--- src/rtl/lsu_mem_master.sv ---
// lsu_mem_master
// Load/store master between the execute stage and the cache/memory block.
// Accepts one request at a time, checks RISC-V alignment, drives the memory
// valid/ready handshake, and returns load data or a classified error.
//
// Ports:
//   clk, rst            - clock, synchronous active-high reset
//   core_req/we/addr/wdata/size/unsigned - request from the core (latched on accept)
//   core_busy           - high from acceptance through core_done
//   core_done           - one-cycle completion pulse
//   core_rdata/err/fault_addr - completion results, valid with core_done
//   mem_valid/rw/addr/data_in/byte_half_word/is_load_unsigned - memory request
//   mem_ready/out_of_range/data_out - memory response
module lsu_mem_master #(
    parameter int unsigned TIMEOUT_CYCLES = 64,
    parameter bit          ALIGN_CHECK    = 1'b1
) (
    input  logic        clk,
    input  logic        rst,
    input  logic        core_req,
    input  logic        core_we,
    input  logic [31:0] core_addr,
    input  logic [31:0] core_wdata,
    input  logic [1:0]  core_size,
    input  logic        core_unsigned,
    output logic        core_busy,
    output logic        core_done,
    output logic [31:0] core_rdata,
    output logic [1:0]  core_err,
    output logic [31:0] core_fault_addr,
    output logic        mem_valid,
    output logic        mem_rw,
    output logic [31:0] mem_addr,
    output logic [31:0] mem_data_in,
    output logic [1:0]  mem_byte_half_word,
    output logic        mem_is_load_unsigned,
    input  logic        mem_ready,
    input  logic        mem_out_of_range,
    input  logic [31:0] mem_data_out
);

    localparam logic [1:0] S_IDLE    = 2'd0;
    localparam logic [1:0] S_CHECK   = 2'd1;
    localparam logic [1:0] S_ACCESS  = 2'd2;
    localparam logic [1:0] S_RELEASE = 2'd3;

    localparam logic [1:0] ERR_OK      = 2'b00;
    localparam logic [1:0] ERR_ALIGN   = 2'b01;
    localparam logic [1:0] ERR_FAULT   = 2'b10;
    localparam logic [1:0] ERR_TIMEOUT = 2'b11;

    localparam logic [15:0] TMO_LAST = 16'(TIMEOUT_CYCLES - 1);

    logic [1:0]  state_q, state_d;
    logic        we_q, we_d;
    logic [31:0] addr_q, addr_d;
    logic [31:0] wdata_q, wdata_d;
    logic [1:0]  size_q, size_d;
    logic        uns_q, uns_d;
    logic [31:0] rdata_q, rdata_d;
    logic [1:0]  err_q, err_d;
    logic [15:0] tmo_q, tmo_d;

    logic misaligned;
    logic tmo_hit;

    // Illegal size is rejected even when alignment checking is disabled.
    always_comb begin
        misaligned = (size_q == 2'b11);
        if (ALIGN_CHECK) begin
            if (size_q == 2'b00 && addr_q[1:0] != 2'b00) misaligned = 1'b1;
            if (size_q == 2'b01 && addr_q[0])            misaligned = 1'b1;
        end
    end

    assign tmo_hit = (TIMEOUT_CYCLES != 0) && (tmo_q == TMO_LAST);

    always_comb begin
        state_d = state_q;
        we_d    = we_q;
        addr_d  = addr_q;
        wdata_d = wdata_q;
        size_d  = size_q;
        uns_d   = uns_q;
        rdata_d = rdata_q;
        err_d   = err_q;
        tmo_d   = tmo_q;
        case (state_q)
            S_IDLE: begin
                if (core_req) begin
                    state_d = S_CHECK;
                    we_d    = core_we;
                    addr_d  = core_addr;
                    wdata_d = core_wdata;
                    size_d  = core_size;
                    uns_d   = core_unsigned;
                    rdata_d = '0;
                    err_d   = ERR_OK;
                end
            end
            S_CHECK: begin
                if (misaligned) begin
                    state_d = S_RELEASE;
                    err_d   = ERR_ALIGN;
                end else begin
                    state_d = S_ACCESS;
                    tmo_d   = '0;
                end
            end
            S_ACCESS: begin
                // out_of_range takes priority over a simultaneous ready.
                if (mem_out_of_range) begin
                    state_d = S_RELEASE;
                    err_d   = ERR_FAULT;
                end else if (mem_ready) begin
                    state_d = S_RELEASE;
                    err_d   = ERR_OK;
                    rdata_d = we_q ? '0 : mem_data_out;
                end else if (tmo_hit) begin
                    state_d = S_RELEASE;
                    err_d   = ERR_TIMEOUT;
                end else if (tmo_q != '1) begin
                    tmo_d = tmo_q + 16'd1;
                end
            end
            S_RELEASE: state_d = S_IDLE;
            default:   state_d = S_IDLE;
        endcase
    end

    always_ff @(posedge clk) begin
        if (rst) begin
            state_q <= S_IDLE;
            we_q    <= 1'b0;
            addr_q  <= '0;
            wdata_q <= '0;
            size_q  <= '0;
            uns_q   <= 1'b0;
            rdata_q <= '0;
            err_q   <= '0;
            tmo_q   <= '0;
        end else begin
            state_q <= state_d;
            we_q    <= we_d;
            addr_q  <= addr_d;
            wdata_q <= wdata_d;
            size_q  <= size_d;
            uns_q   <= uns_d;
            rdata_q <= rdata_d;
            err_q   <= err_d;
            tmo_q   <= tmo_d;
        end
    end

    assign core_busy            = (state_q != S_IDLE);
    assign core_done            = (state_q == S_RELEASE);
    assign core_rdata           = rdata_q;
    assign core_err             = err_q;
    assign core_fault_addr      = addr_q;
    assign mem_valid            = (state_q == S_ACCESS);
    assign mem_rw               = we_q;
    assign mem_addr             = addr_q;
    assign mem_data_in          = wdata_q;
    assign mem_byte_half_word   = size_q;
    assign mem_is_load_unsigned = uns_q;

endmodule

--- config.mk ---
export PLATFORM = sky130hd
export DESIGN_NAME = lsu_mem_master
export DESIGN_NICKNAME = d
export VERILOG_FILES = /design/src/rtl/lsu_mem_master.sv
export SDC_FILE = /design/constraint.sdc
export NUM_CORES = 1
export LEC_CHECK = 0
export CAP_MARGIN = 5
export CORE_ASPECT_RATIO = 1.2
export CORE_MARGIN = 4
export CORE_UTILIZATION = 41
export DETAILED_ROUTE_END_ITERATION = 8
export PLACE_DENSITY = 0.8
export SLEW_MARGIN = 30
export SYNTH_ARGS = -nofsm -noshare
export SYNTH_HDL_FRONTEND = slang
export SYNTH_SLANG_ARGS = --single-unit
--- constraint.sdc ---
create_clock -name clk -period 2.5 [get_ports clk]
set_input_delay 0.375 -clock clk [delete_from_list [all_inputs] [get_ports clk]]
set_output_delay 0.375 -clock clk [all_outputs]
set_load 0.02 [all_outputs]
==> results of run 1 <==
per-stage QoR:
step,util [%],std cells,hold slack (ns)
floorplan,-,635,0.456
global placement,61.4,979,0.438
detailed placement,61.4,979,0.443
CTS,66.1,1011,0.337
global route,66.1,1011,0.353
finish,66.1,1011,0.356
timing repair:
item | CTS | global route
resized for setup | 1 | 1
endpoints found under the setup margin | 1 | 1
pin swaps | 0 | 0
final cells by class:
cell class              instances  area (um^2)  area share [%]
clock buffers                  20          467            5.83
well taps                     161          201            2.52
flip-flops and latches        120         2400            30.0
multi-input cells             433         2240            27.9
inverters                       6         22.5           0.281
clock inverters                12         90.1            1.13
repair buffers                259         2580            32.3
report_power, final:
group          internal (W)  total [W]  leakage (nW)  switching, W
Sequential          0.00219    0.00237         0.977      0.000179
Combinational       0.00130    0.00315          1.59       0.00185
Clock               0.00135    0.00226         0.257      0.000908
Total               0.00484    0.00778          2.83       0.00294
worst paths after layout:
check,from,endpoint,slack (ns),depth (start not counted)
worst max-delay path,tmo_q[0],tmo_q[8],0.15,7
worst min-delay path,rst,core_fault_addr[21],0.36,2
worst max register to register,tmo_q[0],tmo_q[8],0.15,7
worst min register to register,core_rdata[18],core_rdata[18],0.45,2
placed cells by master, fill, tap and decap left out, drive strengths merged, types with 2 or more instances in the layout:
cell type | synthesis | final
clkinv | 1 | 4
o31a | 4 | 4
nand3 | 47 | 47
a22o | 3 | 3
ha | 6 | 6
and2 | 2 | 2
clkdlybuf4s50 | 0 | 239
inv | 5 | 8
clkinvlp | 0 | 6
buf | 38 | 19
o21a | 2 | 2
nor2 | 7 | 7
nor2b | 3 | 3
a21oi | 104 | 104
nand2b | 4 | 4
and3 | 4 | 4
o21ai | 6 | 6
o311ai | 8 | 8
nand2 | 179 | 179
a21boi | 3 | 3
o31ai | 8 | 8
or3 | 4 | 4
nor3 | 7 | 7
dfxtp | 120 | 120
nand4 | 2 | 2
a31oi | 4 | 4
o41ai | 2 | 2
nor4 | 6 | 6
clkbuf | 38 | 20
cell families (layout without fill, tap and decap cells):
group	count (synthesis)	in the layout	synth area share [%]
xor+xnor	2	2	0.345
fa+ha+maj	6	6	1.48
flops	120	120	47.4
compound gates	152	152	18.4
simple gates	271	271	23.3
mux	2	2	0.419
buf+inv	82	297	8.73
sequential cells by signal, indices dropped and copies added (netlist names):
signal / cells
core_err: 2
tmo_q: 16
core_rdata: 32
core_fault_addr: 32
mem_byte_half_word: 2
state_q: 2
mem_rw: 1
mem_is_load_unsigned: 1
mem_data_in: 32
layer usage:
layer / vias up / wire, um / GRT usage [%]
met5: - / 0 / 0
met4: 0 / 506 / 10.4
met3: 44 / 1730 / 8.26
met2: 287 / 8410 / 39.1
met1: 2436 / 6000 / 23.9
li1: 2554 / - / -
critical path, stage by stage (launching register included):
cell	delay [ns]
dfxtp_1	0.41
ha_1	0.26
nand2_1	0.06
or3_1	0.49
o311ai_4	0.47
buf_4	0.25
nor2_1	0.06
a311oi_1	0.25
cells in the mapped netlist (3+ instances only):
cell,n
a21boi_0,3
a21oi_1,104
a22o_1,3
a31oi_1,3
and3_1,3
buf_1,4
buf_4,32
clkbuf_1,38
dfxtp_1,120
ha_1,6
inv_1,5
nand2_1,179
nand2b_1,4
nand3_1,46
nor2_1,7
nor2b_1,3
nor3_1,7
nor4_1,6
o21ai_0,6
o311ai_0,6
o31a_1,4
o31ai_1,7
or3_1,4
==> flow_summary.yaml, run 1 <==
yosys:
  synthCells: 635
  async_flop_share_pct: 0
  synth-edff-count: 0
  ys_seq_area_share_pct: 47.4
  syn-cell-area_mm2: 0.00507
  ys_ff_latch: 120
  synth_top_area_share_pct: 47.4
  ys.flop_type: "dfxtp_1"
  synth_cell_type_count: 53
  ys_warn_count: 0
  synth_top_cell_by_area: "dfxtp_1"
  avgSynthCellArea_um2: 7.99
  synth_area_leaders: "dfxtp_1, nand2_1, a21oi_1"
  synth_nets: 746
clock_network:
  cts_sinks: 120
  cts_tree: "done"
  cts_inserted_buffers: 17
  ctsHoldBuffers: 0
  cts_root_buf: "clkbuf_16"
  htreeDepth: 4
  clock_latency_ns: 0.40
  clkTransAtPathRegs_ns: 0.06
  cts_setup_buffers: 0
  clock_path_buffers: 2
finish:
  drive_above_1_share_pct: 7.65
  nNetsFinal: 948
  fin_area_mm2: 0.00800
  n_antenna_cell: 0
  area_delta_synth_final_pct: 57.8
  fillCellCount: 988
routing:
  wirelength_um: 16700
  ant_nets: 0
  drt_iter0_markers: 293
  vias: 5321
  drc_errors: 0
  vias_per_cell: 5.26
  avgRoutedWirePerCell_um: 16.5
  dr.pass1.iters: 7
grt:
  grt_pass1_wl_um: 25100
  antenna_found_initial: 0
  grt_start_max_net_pins: 59
  grt.overflow.total: 0
  grt_pass1_vias: 5140
  grt.total_usage_pct: 22.4
run_status:
  status: "finished, final reports clean"
sta:
  setup_viol: 0
  rsz0062_at_grt: "false"
  finClkSkew_ns: 0.00909
  fmax_mhz: 425
  worst_slack_ns: 0.146
  hold_violations: 0
  worstMarginPinSlew_ns: 0.508
  layout_min_cycle_time_ns: 2.35
  period_share_pct: 94.1
  fin_tns_setup_ns: 0
  slew_viol_final: 0
  max_slew_margin_pct: 65.8
job:
  maxCapViolations: 0
floorplan:
  dieArea_mm2: 0.0142
  num_rows: 44
  initial_core_util_pct: 41.9
  die_x_um: 110
  placeableCoreArea_mm2: 0.0121
  die_height_um: 130
  ios: 242
power:
  power.density_mw_per_mm2: 972
  peakVddDrop_uv: 543
  power.leakage_nw: 2.83
  power.total_w: 0.00778
place:
  place_area_mm2: 0.00744
  gp_congestion: 0.950
  dp_hpwl_um: 12200
  port_buffers: 241
  post-place-ws_ns: 0.174
critical_path:
  crit_path_max_fanout: 10
  cp-start-kind: "flop"
  arrival_ns: 2.67
  end_kind: "flop"
  required_ns: 2.81
  critical_path_class: "reg -> reg"
min_path:
  min_path_type: "in -> reg"
No activity file was read; power rests on OpenSTA's default activity.
==> inputs of run 2 (changes only) <==
SETUP_SLACK_MARGIN = 0.3   (was not set)
==> run 2 against run 1 <==
  * Sequential share of layout area is 0.18 points lower
  * Flip-flop and latch count stayed put
  * Via count is 1.0% higher
  * Clock skew hardly changed
  * Largest power group unchanged
==> flow_summary.yaml, run 2 (same netlist as run 1, synthesis figures left out) <==
run_status:
  status: "finished, final reports clean"
grt:
  antenna_found_initial: 0
  grt_start_max_net_pins: 59
  grt_pass1_vias: 5154
  grt.total_usage_pct: 22.4
  grt.overflow.total: 0
  grt_pass1_wl_um: 25100
critical_path:
  cp-start-kind: "flop"
  cp_cell_sequence: "inv_1, ha_2, nand2_1, o311ai_4, buf_4, or4_2, a31oi_1"
  critPathTopFamily: "simple AND/OR/NAND/NOR gates"
  crit_path_max_fanout: 10
  end_kind: "flop"
  critPathSlowestCell: "or4_2"
  critPathBufInv: 2
  arrival_ns: 2.49
  required_ns: 2.83
  max_stage_delay_ns: 0.61
  critical_path_class: "reg -> reg"
floorplan:
  num_rows: 44
  die_height_um: 130
  placeableCoreArea_mm2: 0.0121
  ios: 242
  die_x_um: 110
  dieArea_mm2: 0.0142
  initial_core_util_pct: 41.9
sta:
  layout_min_cycle_time_ns: 2.16
  period_share_pct: 86.4
  worstMarginPinSlew_ns: 0.557
  finClkSkew_ns: 0.00908
  rsz0062_at_grt: "true"
  fmax_mhz: 463
  fin_tns_setup_ns: 0
  max_slew_margin_pct: 62.5
  hold_violations: 0
  setup_viol: 0
  slew_viol_final: 0
place:
  port_buffers: 241
  place_area_mm2: 0.00744
  gp_congestion: 0.950
  dp_hpwl_um: 12200
finish:
  fillCellCount: 985
  nNetsFinal: 950
  fin_area_mm2: 0.00806
  drive_above_1_share_pct: 8.80
  final_cell_mix: "clkdlybuf4s50_1, nand2_1, dfxtp_1"
  n_antenna_cell: 0
  layout_commonest_cell: "clkdlybuf4s50_1"
  area_delta_synth_final_pct: 58.9
routing:
  dr.pass1.iters: 6
  vias: 5376
  wirelength_um: 16900
  vias_per_cell: 5.31
  avgRoutedWirePerCell_um: 16.6
  drt_iter0_markers: 295
  drc_errors: 0
  ant_nets: 0
clock_network:
  clock_path_buffers: 2
  ctsHoldBuffers: 0
  clock_latency_ns: 0.41
  cts_sinks: 120
  cts_inserted_buffers: 17
  htreeDepth: 4
  cts_root_buf: "clkbuf_16"
  cts_tree: "done"
  clkTransAtPathRegs_ns: 0.06
job:
  maxCapViolations: 0
power:
  power.density_mw_per_mm2: 972
  peakVddDrop_uv: 544
  power.leakage_nw: 2.82
min_path:
  min_path_type: "in -> reg"
[run 2: final timing paths]
| path | end | slack [ns] | from | depth (start not counted) |
|---|---|---|---|---|
| setup / recovery | tmo_q[2] | 0.34 | state_q[0] | 7 |
| setup reg to reg | tmo_q[2] | 0.34 | state_q[0] | 7 |
| hold reg to reg | core_rdata[10] | 0.45 | core_rdata[10] | 2 |
| hold / removal | core_fault_addr[21] | 0.36 | rst | 2 |
[run 2: final cells by class]
| type | count | area [um^2] | share of cell area, % |
|---|---|---|---|
| Sequential cell | 120 | 2400 | 29.8 |
| Clock buffer | 20 | 467 | 5.79 |
| Inverter | 6 | 22.5 | 0.279 |
| Clock inverter | 12 | 90.1 | 1.12 |
| Multi-Input combinational cell | 433 | 2280 | 28.3 |
| Tap cell | 161 | 201 | 2.50 |
| Timing Repair Buffer | 261 | 2590 | 32.1 |
[run 2: metal layers]
| layer | wire [um] | global-route usage (%) | vias to the layer above |
|---|---|---|---|
| li1 | - | - | 2555 |
| met1 | 6170 | 23.8 | 2492 |
| met2 | 8560 | 39.2 | 280 |
| met3 | 1610 | 8.16 | 49 |
| met4 | 525 | 10.7 | 0 |
| met5 | 0 | 0 | - |
[run 2: power by group]
group	switching [W]	internal, W
Combinational	0.00188	0.00133
Clock	0.000911	0.00135
Sequential	0.000180	0.00219
Total	0.00297	0.00487
[run 2: per-stage QoR]
stage | setup WS (ns) | cells | util [%] | hold WS (ns) | power, W
2_1_floorplan | 0.375 | 635 | - | 0.456 | 0.00425
3_3_place_gp | 0.258 | 979 | 61.4 | 0.438 | 0.00547
3_5_place_dp | 0.174 | 979 | 61.4 | 0.443 | 0.00555
4_1_cts | 0.313 | 1013 | 66.2 | 0.337 | 0.00785
5_1_grt | 0.269 | 1013 | 66.6 | 0.353 | 0.00824
6_report | 0.339 | 1013 | 66.6 | 0.357 | 0.00784
[run 2: repair_timing]
action / 4_1_cts / 5_1_grt
pin swaps: 1 / 0
resized for setup: 4 / 11
buffers inserted: 2 / 0
endpoints found under the setup margin: 16 / 10
